[src/rtl/pipe_issue_sched_if.sv]
// ---------------------------------------------------------------------------
// pipe_issue_sched_if
//   Bundle between the instruction-slot FSMs and the issue/retire scheduler.
//
//   Handshake semantics (one place, applies to every signal below):
//     fetch_req[i] / ack[i]     slot i raises fetch_req while idle. The scheduler
//                               answers with a one-cycle ack pulse when the slot
//                               may start its next instruction.
//     complete[i] / wb_ack[i]   slot i holds complete high until it sees a
//                               one-cycle wb_ack pulse, which is its retire slot.
//     mem_req[i]  / mem_gnt[i]  mem_req is a level. mem_gnt stays high for as
//                               long as the owner keeps mem_req high.
//     flush / kill              flush is a one-cycle pulse. kill is a one-cycle
//                               pulse to each squashed slot.
//
//   Signals
//     en, stall, flush          global controls       (master -> slave)
//     fetch_req, complete,
//     mem_req  [NSLOT]          per-slot requests     (master -> slave)
//     flush_slot [PW]           surviving slot index  (master -> slave)
//     ack, wb_ack, mem_gnt,
//     kill     [NSLOT]          per-slot responses    (slave -> master)
//     issue_ptr, retire_ptr     pointers              (slave -> master)
//     inflight [CW], full       occupancy             (slave -> master)
//     dbg_state [2]             scheduler FSM state   (slave -> master)
// ---------------------------------------------------------------------------
interface pipe_issue_sched_if #(
    parameter int NSLOT = 3,
    parameter int PW    = $clog2(NSLOT),
    parameter int CW    = $clog2(NSLOT + 1)
);
    logic             en;
    logic             stall;
    logic [NSLOT-1:0] fetch_req;
    logic [NSLOT-1:0] complete;
    logic [NSLOT-1:0] mem_req;
    logic             flush;
    logic [PW-1:0]    flush_slot;

    logic [NSLOT-1:0] ack;
    logic [NSLOT-1:0] wb_ack;
    logic [NSLOT-1:0] mem_gnt;
    logic [NSLOT-1:0] kill;
    logic [PW-1:0]    issue_ptr;
    logic [PW-1:0]    retire_ptr;
    logic [CW-1:0]    inflight;
    logic             full;
    logic [1:0]       dbg_state;

    modport master (
        output en, stall, fetch_req, complete, mem_req, flush, flush_slot,
        input  ack, wb_ack, mem_gnt, kill, issue_ptr, retire_ptr, inflight,
               full, dbg_state
    );

    modport slave (
        input  en, stall, fetch_req, complete, mem_req, flush, flush_slot,
        output ack, wb_ack, mem_gnt, kill, issue_ptr, retire_ptr, inflight,
               full, dbg_state
    );
endinterface

[src/rtl/pipe_issue_sched.sv]
// ---------------------------------------------------------------------------
// pipe_issue_sched
//   Issue/retire scheduler for NSLOT instruction-slot FSMs that share one
//   fetch path, one memory port and one register-file write port.
//     - issue token (ack) handed out in round-robin program order
//     - write-back (wb_ack) granted oldest-first, so retire is in order
//     - memory port arbitrated oldest-first with a hold lock
//     - flush squashes every in-flight slot younger than flush_slot
//   All outputs are registered. Every decision uses the current inputs and
//   becomes visible on the next rising edge.
//
//   Ports
//     clk     in   clock, rising edge
//     rst_n   in   asynchronous active-low reset
//     bus     slave modport of pipe_issue_sched_if (requests in, grants out)
// ---------------------------------------------------------------------------
module pipe_issue_sched #(
    parameter int NSLOT = 3
) (
    input  logic                clk,
    input  logic                rst_n,
    pipe_issue_sched_if.slave   bus
);
    localparam int PW = $clog2(NSLOT);
    localparam int CW = $clog2(NSLOT + 1);

    localparam logic [CW:0]   NSLOT_X  = (CW + 1)'(NSLOT);
    localparam logic [CW-1:0] FULL_CNT = CW'(NSLOT);
    localparam logic [CW-1:0] ONE_C    = CW'(1);

    typedef enum logic [1:0] {
        ST_IDLE  = 2'd0,
        ST_RUN   = 2'd1,
        ST_FULL  = 2'd2,
        ST_FLUSH = 2'd3
    } state_e;

    // Distance of a slot from the oldest in-flight slot; 0 is the oldest.
    function automatic logic [CW-1:0] age_of(input logic [PW-1:0] slot,
                                             input logic [PW-1:0] base);
        logic [CW:0] s;
        logic [CW:0] b;
        logic [CW:0] d;
        s = (CW + 1)'(slot);
        b = (CW + 1)'(base);
        if (s >= b) d = s - b;
        else        d = s + NSLOT_X - b;
        return d[CW-1:0];
    endfunction

    // Slot that sits offs positions after base, wrapping modulo NSLOT
    // (handles non-power-of-two NSLOT).
    function automatic logic [PW-1:0] slot_at(input logic [PW-1:0] base,
                                              input logic [CW-1:0] offs);
        logic [CW:0] t;
        t = (CW + 1)'(base) + (CW + 1)'(offs);
        if (t >= NSLOT_X) t = t - NSLOT_X;
        return t[PW-1:0];
    endfunction

    state_e           state_q,      state_d;
    logic [PW-1:0]    issue_ptr_q,  issue_ptr_d;
    logic [PW-1:0]    retire_ptr_q, retire_ptr_d;
    logic [CW-1:0]    inflight_q,   inflight_d;
    logic             full_q,       full_d;
    logic [NSLOT-1:0] ack_q,        ack_d;
    logic [NSLOT-1:0] wb_ack_q,     wb_ack_d;
    logic [NSLOT-1:0] mem_gnt_q,    mem_gnt_d;
    logic [NSLOT-1:0] kill_q,       kill_d;

    logic [CW-1:0]    age [NSLOT];
    logic [NSLOT-1:0] in_flight;
    logic             flush_in;
    logic [CW-1:0]    flush_age;
    logic             flush_hit;
    logic             issue_go;
    logic             retire_go;

    // Age and in-flight status of each slot, and validity of the flush target.
    always_comb begin
        flush_in  = 1'b0;
        flush_age = age_of(bus.flush_slot, retire_ptr_q);
        for (int i = 0; i < NSLOT; i++) begin
            age[i]       = age_of(PW'(i), retire_ptr_q);
            in_flight[i] = (age[i] < inflight_q);
            if (PW'(i) == bus.flush_slot) flush_in = in_flight[i];
        end
        // A flush naming a slot that is not in flight is ignored entirely.
        flush_hit = bus.flush && flush_in;
    end

    // Next-state and registered-output logic.
    always_comb begin
        logic             keep;
        logic             found;
        logic [PW-1:0]    cand;

        state_d      = state_q;
        issue_ptr_d  = issue_ptr_q;
        retire_ptr_d = retire_ptr_q;
        inflight_d   = inflight_q;
        full_d       = full_q;
        ack_d        = '0;
        wb_ack_d     = '0;
        mem_gnt_d    = '0;
        kill_d       = '0;
        keep         = 1'b0;
        found        = 1'b0;
        cand         = '0;

        retire_go = (inflight_q != '0) && bus.complete[retire_ptr_q]
                    && !wb_ack_q[retire_ptr_q];
        // When FULL, a slot frees up in the same cycle it retires, so an issue
        // may pair with a retire; inflight then stays at NSLOT.
        // The ack_q term prevents re-granting a slot still seeing its ack.
        issue_go  = bus.fetch_req[issue_ptr_q] && !bus.stall
                    && (!full_q || retire_go) && !flush_hit
                    && !ack_q[issue_ptr_q];

        if (retire_go) begin
            wb_ack_d[retire_ptr_q] = 1'b1;
            retire_ptr_d           = slot_at(retire_ptr_q, ONE_C);
        end

        if (flush_hit) begin
            for (int i = 0; i < NSLOT; i++) begin
                kill_d[i] = in_flight[i] && (age[i] > flush_age);
            end
            issue_ptr_d = slot_at(bus.flush_slot, ONE_C);
            inflight_d  = retire_go ? flush_age : flush_age + ONE_C;
        end else begin
            if (issue_go) begin
                ack_d[issue_ptr_q] = 1'b1;
                issue_ptr_d        = slot_at(issue_ptr_q, ONE_C);
            end
            case ({issue_go, retire_go})
                2'b10:   inflight_d = inflight_q + ONE_C;
                2'b01:   inflight_d = inflight_q - ONE_C;
                default: inflight_d = inflight_q;
            endcase
        end

        // Memory port: the owner keeps it while it still requests and is still
        // in flight and not being killed; otherwise re-arbitrate oldest-first
        // in the same cycle.
        for (int i = 0; i < NSLOT; i++) begin
            if (mem_gnt_q[i] && bus.mem_req[i] && in_flight[i] && !kill_d[i]) begin
                mem_gnt_d[i] = 1'b1;
                keep         = 1'b1;
            end
        end
        if (!keep) begin
            for (int k = 0; k < NSLOT; k++) begin
                cand = slot_at(retire_ptr_q, CW'(k));
                if (!found && (CW'(k) < inflight_q) && bus.mem_req[cand]
                    && !kill_d[cand]) begin
                    mem_gnt_d[cand] = 1'b1;
                    found           = 1'b1;
                end
            end
        end

        full_d = (inflight_d == FULL_CNT);

        if (flush_hit)               state_d = ST_FLUSH;
        else if (inflight_d == '0)   state_d = ST_IDLE;
        else if (full_d)             state_d = ST_FULL;
        else                         state_d = ST_RUN;

        // en low is a synchronous return to the reset state.
        if (!bus.en) begin
            state_d      = ST_IDLE;
            issue_ptr_d  = '0;
            retire_ptr_d = '0;
            inflight_d   = '0;
            full_d       = 1'b0;
            ack_d        = '0;
            wb_ack_d     = '0;
            mem_gnt_d    = '0;
            kill_d       = '0;
        end
    end

    always_ff @(posedge clk or negedge rst_n) begin
        if (!rst_n) begin
            state_q      <= ST_IDLE;
            issue_ptr_q  <= '0;
            retire_ptr_q <= '0;
            inflight_q   <= '0;
            full_q       <= 1'b0;
            ack_q        <= '0;
            wb_ack_q     <= '0;
            mem_gnt_q    <= '0;
            kill_q       <= '0;
        end else begin
            state_q      <= state_d;
            issue_ptr_q  <= issue_ptr_d;
            retire_ptr_q <= retire_ptr_d;
            inflight_q   <= inflight_d;
            full_q       <= full_d;
            ack_q        <= ack_d;
            wb_ack_q     <= wb_ack_d;
            mem_gnt_q    <= mem_gnt_d;
            kill_q       <= kill_d;
        end
    end

    assign bus.ack        = ack_q;
    assign bus.wb_ack     = wb_ack_q;
    assign bus.mem_gnt    = mem_gnt_q;
    assign bus.kill       = kill_q;
    assign bus.issue_ptr  = issue_ptr_q;
    assign bus.retire_ptr = retire_ptr_q;
    assign bus.inflight   = inflight_q;
    assign bus.full       = full_q;
    assign bus.dbg_state  = state_q;
endmodule

[src/flat_wrapper.sv]
// flat-port wrapper written by rule: the top's interface ports become plain ports
module pipe_issue_sched_flat 
#(
    parameter int NSLOT = 3
)
  (clk, rst_n, bus_en, bus_stall, bus_fetch_req, bus_complete, bus_mem_req, bus_flush, bus_flush_slot, bus_ack, bus_wb_ack, bus_mem_gnt, bus_kill, bus_issue_ptr, bus_retire_ptr, bus_inflight, bus_full, bus_dbg_state);
  pipe_issue_sched_if #(.NSLOT(NSLOT)) bus_i ();
  input  logic clk;
  input  logic rst_n;
  input wire logic [$bits(bus_i.en)-1:0] bus_en;
  input wire logic [$bits(bus_i.stall)-1:0] bus_stall;
  input wire logic [$bits(bus_i.fetch_req)-1:0] bus_fetch_req;
  input wire logic [$bits(bus_i.complete)-1:0] bus_complete;
  input wire logic [$bits(bus_i.mem_req)-1:0] bus_mem_req;
  input wire logic [$bits(bus_i.flush)-1:0] bus_flush;
  input wire logic [$bits(bus_i.flush_slot)-1:0] bus_flush_slot;
  output wire logic [$bits(bus_i.ack)-1:0] bus_ack;
  output wire logic [$bits(bus_i.wb_ack)-1:0] bus_wb_ack;
  output wire logic [$bits(bus_i.mem_gnt)-1:0] bus_mem_gnt;
  output wire logic [$bits(bus_i.kill)-1:0] bus_kill;
  output wire logic [$bits(bus_i.issue_ptr)-1:0] bus_issue_ptr;
  output wire logic [$bits(bus_i.retire_ptr)-1:0] bus_retire_ptr;
  output wire logic [$bits(bus_i.inflight)-1:0] bus_inflight;
  output wire logic [$bits(bus_i.full)-1:0] bus_full;
  output wire logic [$bits(bus_i.dbg_state)-1:0] bus_dbg_state;
  assign bus_i.en = bus_en;
  assign bus_i.stall = bus_stall;
  assign bus_i.fetch_req = bus_fetch_req;
  assign bus_i.complete = bus_complete;
  assign bus_i.mem_req = bus_mem_req;
  assign bus_i.flush = bus_flush;
  assign bus_i.flush_slot = bus_flush_slot;
  assign bus_ack = bus_i.ack;
  assign bus_wb_ack = bus_i.wb_ack;
  assign bus_mem_gnt = bus_i.mem_gnt;
  assign bus_kill = bus_i.kill;
  assign bus_issue_ptr = bus_i.issue_ptr;
  assign bus_retire_ptr = bus_i.retire_ptr;
  assign bus_inflight = bus_i.inflight;
  assign bus_full = bus_i.full;
  assign bus_dbg_state = bus_i.dbg_state;
  pipe_issue_sched #(.NSLOT(NSLOT)) u_core (.clk(clk), .rst_n(rst_n), .bus(bus_i));
endmodule
[config.mk]
export PLATFORM = sky130hd
export DESIGN_NAME = pipe_issue_sched_flat
export DESIGN_NICKNAME = d
export VERILOG_FILES = /design/src/rtl/pipe_issue_sched_if.sv /design/src/rtl/pipe_issue_sched.sv /design/src/flat_wrapper.sv
export SDC_FILE = /design/constraint.sdc
export NUM_CORES = 1
export LEC_CHECK = 0
export CORE_MARGIN = 2
export CORE_UTILIZATION = 50
export DETAILED_ROUTE_END_ITERATION = 8
export PLACE_DENSITY = 0.87
export SLEW_MARGIN = 20
export SYNTH_ARGS = -nofsm -noshare
export SYNTH_HDL_FRONTEND = slang
export SYNTH_SLANG_ARGS = --single-unit
[constraint.sdc]
create_clock -name clk -period 4.2 [get_ports clk]
set_clock_uncertainty 0.1 [all_clocks]
set_input_delay 0.42 -clock clk [delete_from_list [all_inputs] [get_ports clk]]
set_output_delay 0.42 -clock clk [all_outputs]
set_load 0.03 [all_outputs]
# == Word-level counts from Yosys, hierarchy flattened ==
# Cells that the tools add are included.
# W data, S select, Z words.
# word_totals
out_inout_bits,21
input_bits,16
reg_bits,21
word_cells,199
# classes
addsub,21
magnitude_cmp,28
n_reduce_logical,49
n_bitwise,3
n_mux,82
n_eq_ne,7
# op_table
cell,count
$mux W2,24
$mux W3,14
$logic_and A1 B1 Y1,32
$mux W1,28
$bmux W1 S2,10
$lt A2 B3 Y1 const B,5
$logic_not A1 Y1,13
$ge A3 B2 Y1 const B,4
$demux W1 S2,5
$ge A2 B1 Y1 const B,5
$sub A2 B2 Y2 const B,5
$add A2 B1 Y3 const B,3
$or A3 B3 Y3,3
$sub A1 B2 Y2 const A,4
$gt A2 B2 Y1,3
$lt A2 B2 Y1,3
$add A2 B1 Y2 const B,2
$eq A2 B2 Y1 const B,2
$ge A1 B2 Y1 const A,2
$logic_not A2 Y1,2
$lt A1 B2 Y1 const A,2
$pmux W2 S2,1
$sub A2 B2 Y2,2
$sub A2 B2 Y2 const A,2
other kinds (14),14

# == Longest topological paths before layout ==
# Gate-level depths: netlist of the first run.
# depth
word_depth,33
depth_mapped,18
mapped_depth_nobuf,17

# == Worst setup path after synthesis of the first run ==
# OpenSTA, ideal clock, no wires.
# synth_timing
kind,reg2reg
startpoint,register u_core.retire_ptr_q[1] (netlist: u_core.bus.retire_ptr[1])
endpoint,register u_core.state_q[0] (netlist: u_core.bus.dbg_state[0])
path_buffers,1
t_arrival_ns,3.723
path_stages_with_launch,17
path_slack_ns,0.242
path_cell_list,dfrtp_1 -> inv_1 -> ha_1 -> clkbuf_1 -> inv_1 -> ha_1 -> a21bo_2 -> a31o_4 -> a21o_1 -> and3_1 -> ha_1 -> nor3_1 -> a21oi_1 -> a21oi_1 -> ha_1 -> nor2_1 -> nor2_1
# synth_between
elab_chain_len,18
# synth_rtl
item,line_no,text
start: declaration,pipe_issue_sched.sv:63,"logic [PW-1:0] retire_ptr_q, retire_ptr_d;"
start signal: assignment,pipe_issue_sched.sv:198,retire_ptr_q <= retire_ptr_d;
$sub A2 B2 Y2 (tied with other cells),pipe_issue_sched.sv:47,else d = s + NSLOT_X - b;
$mux W2,pipe_issue_sched.sv:46,if (s >= b) d = s - b;
$lt A2 B2 Y1,pipe_issue_sched.sv:85,in_flight[i] = (age[i] < inflight_q);
$mux W1 (3 in series),pipe_issue_sched.sv:86,if (PW'(i) == bus.flush_slot) flush_in = in_flight[i];
$logic_and A1 B1 Y1,pipe_issue_sched.sv:89,flush_hit = bus.flush && flush_in;
$logic_not A1 Y1,pipe_issue_sched.sv:117,&& (!full_q || retire_go) && !flush_hit
$logic_and A1 B1 Y1,pipe_issue_sched.sv:117,
$logic_and A1 B1 Y1,pipe_issue_sched.sv:118,&& !ack_q[issue_ptr_q];
$eq A2 B1 Y1 / $eq A2 B2 Y1 (equally long branches),pipe_issue_sched.sv:136,"case ({issue_go, retire_go})"
$pmux W2 S2,pipe_issue_sched.sv:136,
$mux W2,pipe_issue_sched.sv:125,if (flush_hit) begin
$eq A2 B2 Y1,pipe_issue_sched.sv:163,full_d = (inflight_d == FULL_CNT);
$mux W2,pipe_issue_sched.sv:167,else if (full_d) state_d = ST_FULL;
$mux W2,pipe_issue_sched.sv:166,else if (inflight_d == '0) state_d = ST_IDLE;
$mux W2 *,pipe_issue_sched.sv:165,if (flush_hit) state_d = ST_FLUSH;
$mux W2 *,pipe_issue_sched.sv:171,if (!bus.en) begin
named net u_core.state_d[0],pipe_issue_sched.sv:61,"state_e state_q, state_d;"
end signal: assignment,pipe_issue_sched.sv:196,state_q <= state_d;
end: declaration,pipe_issue_sched.sv:61,
# The timed path passes the listed nets; every way through them passes the cells marked *. The select of a mux whose other input is x is not followed.
# A chain may end at the register's enable or synchronous reset.

# == Final worst setup path of the first run ==
# layout_timing
startpoint,input port bus_flush_slot[0]
endpoint,register u_core.mem_gnt_q[0] (netlist: u_core.bus.mem_gnt[0])
# layout_between
elab_chain_len,25
# layout_rtl
item,line_no,text
start: declaration,flat_wrapper.sv:16,input wire logic [$bits(bus_i.flush_slot)-1:0] bus_flush_slot;
$add A2 B2 Y2 / $logic_not A2 Y1 (equally long branches),"pipe_issue_sched.sv:47, pipe_issue_sched.sv:86",
$sub A2 B2 Y2 / $mux W1 (equally long branches),"pipe_issue_sched.sv:47, pipe_issue_sched.sv:86",
$mux W2 / $mux W1 (equally long branches),"pipe_issue_sched.sv:46, pipe_issue_sched.sv:86",
$gt A2 B2 Y1 / $mux W1 (equally long branches),"pipe_issue_sched.sv:127, pipe_issue_sched.sv:86",
$logic_and A1 B1 Y1 (on tied branches),"pipe_issue_sched.sv:127, pipe_issue_sched.sv:89",
$mux W3 *,pipe_issue_sched.sv:125,
$bmux W1 S2,pipe_issue_sched.sv:156,&& !kill_d[cand]) begin
$mux W1 (implied by the code),pipe_issue_sched.sv:156,
[... 9 more ...],n/a,
$mux W1,pipe_issue_sched.sv:152,if (!keep) begin
$logic_not A1 Y1,pipe_issue_sched.sv:155,if (!found && (CW'(k) < inflight_q) && bus.mem_req[cand]
$logic_and A1 B1 Y1 (2 in series),pipe_issue_sched.sv:155,
$logic_and A1 B1 Y1,pipe_issue_sched.sv:156,
$mux W3,pipe_issue_sched.sv:155,
$mux W3 *,pipe_issue_sched.sv:152,
$mux W3 *,pipe_issue_sched.sv:171,
named net u_core.mem_gnt_d[0],pipe_issue_sched.sv:68,"logic [NSLOT-1:0] mem_gnt_q, mem_gnt_d;"
end signal: assignment,pipe_issue_sched.sv:203,mem_gnt_q <= mem_gnt_d;
end: declaration,pipe_issue_sched.sv:68,
# Marked as above.

==> reports/metrics.yaml, run 1 <==
detailed_routing:
  ant_nets: 0
  wirelength_um: 4930
  dr.pass1.iters: 4
  dr_total_vias: 1767
  routedWlPerCell_um: 15.9
  drt_iter0_drc: 68
  viasPerCell: 5.70
  drc: 0
finish:
  stdcell_count: 310
  final_core_util_pct: 68.0
  syn2layout_area_growth_pct: 29.0
  nets: 308
  drive_above_1_share_pct: 13.7
  antenna-diode-count: 0
yosys:
  yosys_most_used_dff: "dfrtp_1"
  synth_area_um2: 1940
  synth_area_per_cell_um2: 9.13
  yosysUniqueCellTypes: 51
  synth_edf_count: 0
  seq_area_frac_synth_pct: 27.0
  synth_top_area_share_pct: 27.0
  syn-num-nets: 258
  synth.area.top_cells: "dfrtp_1, ha_1, nand2_1, inv_1, a21oi_1"
  ys_ff_latch: 21
  yosysWarnings: 0
  async_flop_share_pct: 100
  yosysTopAreaCell: "dfrtp_1"
  syn_inst: 213
placed_design:
  hpwl_um: 3740
  routabilityCongestion: 0.981
  io_buffer_count: 36
  dp.cells: 305
  dp_slack_ns: -0.169
clock_network:
  clockBufferDepth: 2
  h-tree-depth: 1
  insertion_delay_ns: 0.26
  root_buffer: "clkbuf_8"
  clkTransAtPathRegs_ns: 0.07
  numCtsBuffers: 3
  cts_tree: "done"
  clkSinkCount: 21
  ctsHoldBuffers: 0
timing:
  finalHoldViolCount: 0
  setup_viol: 0
  fmax_ghz: 0.245
  min_period_ns: 4.08
  finalHoldWorstSlack_ns: 0.529
  fin_setup_tns_ns: 0
  max_slew.worst_pin.slew_ns: 0.912
  slew_violations: 0
  fin_crit_sh_pct: 97.2
  slew_headroom_pct: 39.0
  worst_slack_ns: 0.116
global_route:
  grt_pass1_vias: 1823
  grt_pass1_wl_um: 8070
  track_usage_pct: 23.9
  grt_max_degree: 22
  grt-ovfl-total: 0
  antenna_found_initial: 0
outcome:
  status: "finished clean"
setup_path:
  endpoint_kind: "flip-flop"
  worst_r2r_path_depth: 15
  worst_ep_required_time_ns: 4.27
  crit_start: "bus_flush_slot[0]"
  r2r_end: "u_core.bus.mem_gnt[0]"
  rr_startpoint: "u_core.bus.retire_ptr[0]"
  crit_end: "u_core.bus.mem_gnt[0]"
  crit_path_max_fanout: 4
  crit_type: "in -> reg"
  startpoint_type: "input port"
  reg2reg_slack_ns: 0.24
  cp.arrival_ns: 4.16
min_path:
  hold_class: "reg -> reg"
  hold_path_depth: 1
run:
  maxCapViolCount: 0
power:
  power_density_nw_per_um2: 350
  vdd_drop_max_mv: 0.170
  p_leak_nw: 1.05
die:
  die_area_um2: 4400
  rows: 22
  coreArea_um2: 3690
  die_h_um: 66.4
  fp.dieW_um: 66.4
  start_util_pct: 52.7
  num_io_pins: 37
-- state kept, by name, summed over array words and instances, names as in the netlist --
| name | count |
|---|---|
| u_core.bus.issue_ptr | 2 |
| u_core.bus.mem_gnt | 3 |
| u_core.bus.dbg_state | 2 |
| u_core.bus.wb_ack | 3 |
| u_core.bus.retire_ptr | 2 |
| u_core.bus.kill | 3 |
| u_core.bus.ack | 3 |
| u_core.bus.inflight | 2 |
| u_core.bus.full | 1 |
-- worst min-delay path by stage --
stage,endpoint,from,slack (ns)
6_report,u_core.bus.ack[0],u_core.bus.issue_ptr[0],0.53
5_1_grt,u_core.bus.ack[0],u_core.bus.issue_ptr[1],0.56
4_1_cts,u_core.bus.ack[0],u_core.bus.issue_ptr[0],0.53
3_5_place_dp,u_core.bus.ack[0],u_core.bus.issue_ptr[0],0.52
3_3_place_gp,u_core.bus.ack[0],u_core.bus.issue_ptr[0],0.52
2_1_floorplan,u_core.bus.ack[0],rst_n,0.02
-- synthesized netlist by cell type (all sizes together) (2+ instances only) --
cell type	n
ha	28
a21oi	12
nand3	4
o211ai	4
inv	18
nand2b	7
nor3	6
nand2	20
clkbuf	6
and4b	2
nor2	16
mux2i	5
o21a	2
a211oi	4
o221ai	3
a21o	3
xnor2	2
a21bo	2
and2	7
o21ai	6
mux2	3
and3	3
dfrtp	21
nor2b	4
a31oi	4
o2111a	2
-- cell families (layout without fill, tap and decap cells) --
group	Yosys count	count (layout)	share of synthesized area, %
buf+inv	25	74	5.21
mux	8	8	4.31
fa+ha+maj	29	29	19.0
xor+xnor	2	2	0.901
compound gates	52	52	23.3
simple gates	76	76	20.2
flops	21	21	27.0
-- per-stage QoR --
| step | power [mW] | instance area [um2] |
|---|---|---|
| floorplan | 0.575 | 1940 |
| global placement | 0.720 | 2440 |
| detailed placement | 0.737 | 2440 |
| CTS | 0.872 | 2490 |
| global route | 0.945 | 2510 |
| finish | 0.877 | 2510 |
-- timing repair --
item                       4_1_cts  5_1_grt
gates resized for setup          0        2
buffers inserted                 0        1
hold endpoints to repair         0        0
setup endpoints to repair        0        3
-- critical path, cell delays in order --
cell and delay [ns]:
clkdlybuf4s50_1 0.48, inv_1 0.06, ha_1 0.19, fa_1 0.39
nor2b_1 0.16, a22o_1 0.19, nand2_1 0.07, o221ai_2 0.13
buf_4 0.17, ha_1 0.29, nor2b_1 0.14, o211ai_1 0.12
a211oi_2 0.31, mux2i_1 0.17, o221ai_2 0.26, mux2_1 0.37
a311oi_2 0.25
-- layout by cell type (no fill, tap or decap), types with 2 or more instances in the layout --
| master | count |
|---|---|
| a31oi_4 | 2 |
| dfrtp_1 | 21 |
| clkbuf_8 | 3 |
| inv_1 | 18 |
| nor3_1 | 5 |
| a211oi_2 | 2 |
| o211ai_1 | 4 |
| mux2i_1 | 5 |
| nor2b_1 | 4 |
| nand2b_1 | 7 |
| a21o_1 | 3 |
| and2_1 | 7 |
| o221ai_2 | 2 |
| ha_1 | 28 |
| o21a_1 | 2 |
| buf_4 | 16 |
| a21bo_2 | 2 |
| mux2_2 | 2 |
| clkdlybuf4s50_1 | 36 |
| nand2_1 | 20 |
| o2111a_1 | 2 |
| a31oi_1 | 2 |
| and3_1 | 3 |
| a21oi_1 | 12 |
| nand3_1 | 4 |
| a211oi_1 | 2 |
| nor2_1 | 16 |
| o21ai_0 | 5 |
| xnor2_1 | 2 |
| and4b_1 | 2 |
-- per-layer routing --
layer | share of wire (%) | track usage (%) | routed length, um
met1 | 43 | 30.3 | 2120
met3 | 6.9 | 4.60 | 342
met5 | 0 | 0 | 0
met2 | 49 | 41.6 | 2420
met4 | 0.97 | 5.61 | 48
-- layout make-up --
cell class                 count  area (um2)
clock inverter                 1        5.00
inverter                      18        67.6
tap                           48        60.1
clock buffer                   3        41.3
timing repair buffer          52         480
multi-input combinational    167        1330
sequential                    21         526
fill                         291        1180
-- power by group --
group,total (mW),switching [mW],internal [mW]
Combinational,0.493,0.280,0.213
Sequential,0.252,0.0282,0.224
Clock,0.132,0.0662,0.0661
No activity file was read; power rests on OpenSTA's default activity.
==> run 2, diff against run 1 <==
- SLEW_MARGIN: 20 -> default
==> results of run 2 <==
Same layout as run 1: the final DEF is identical, and so are final timing and power.
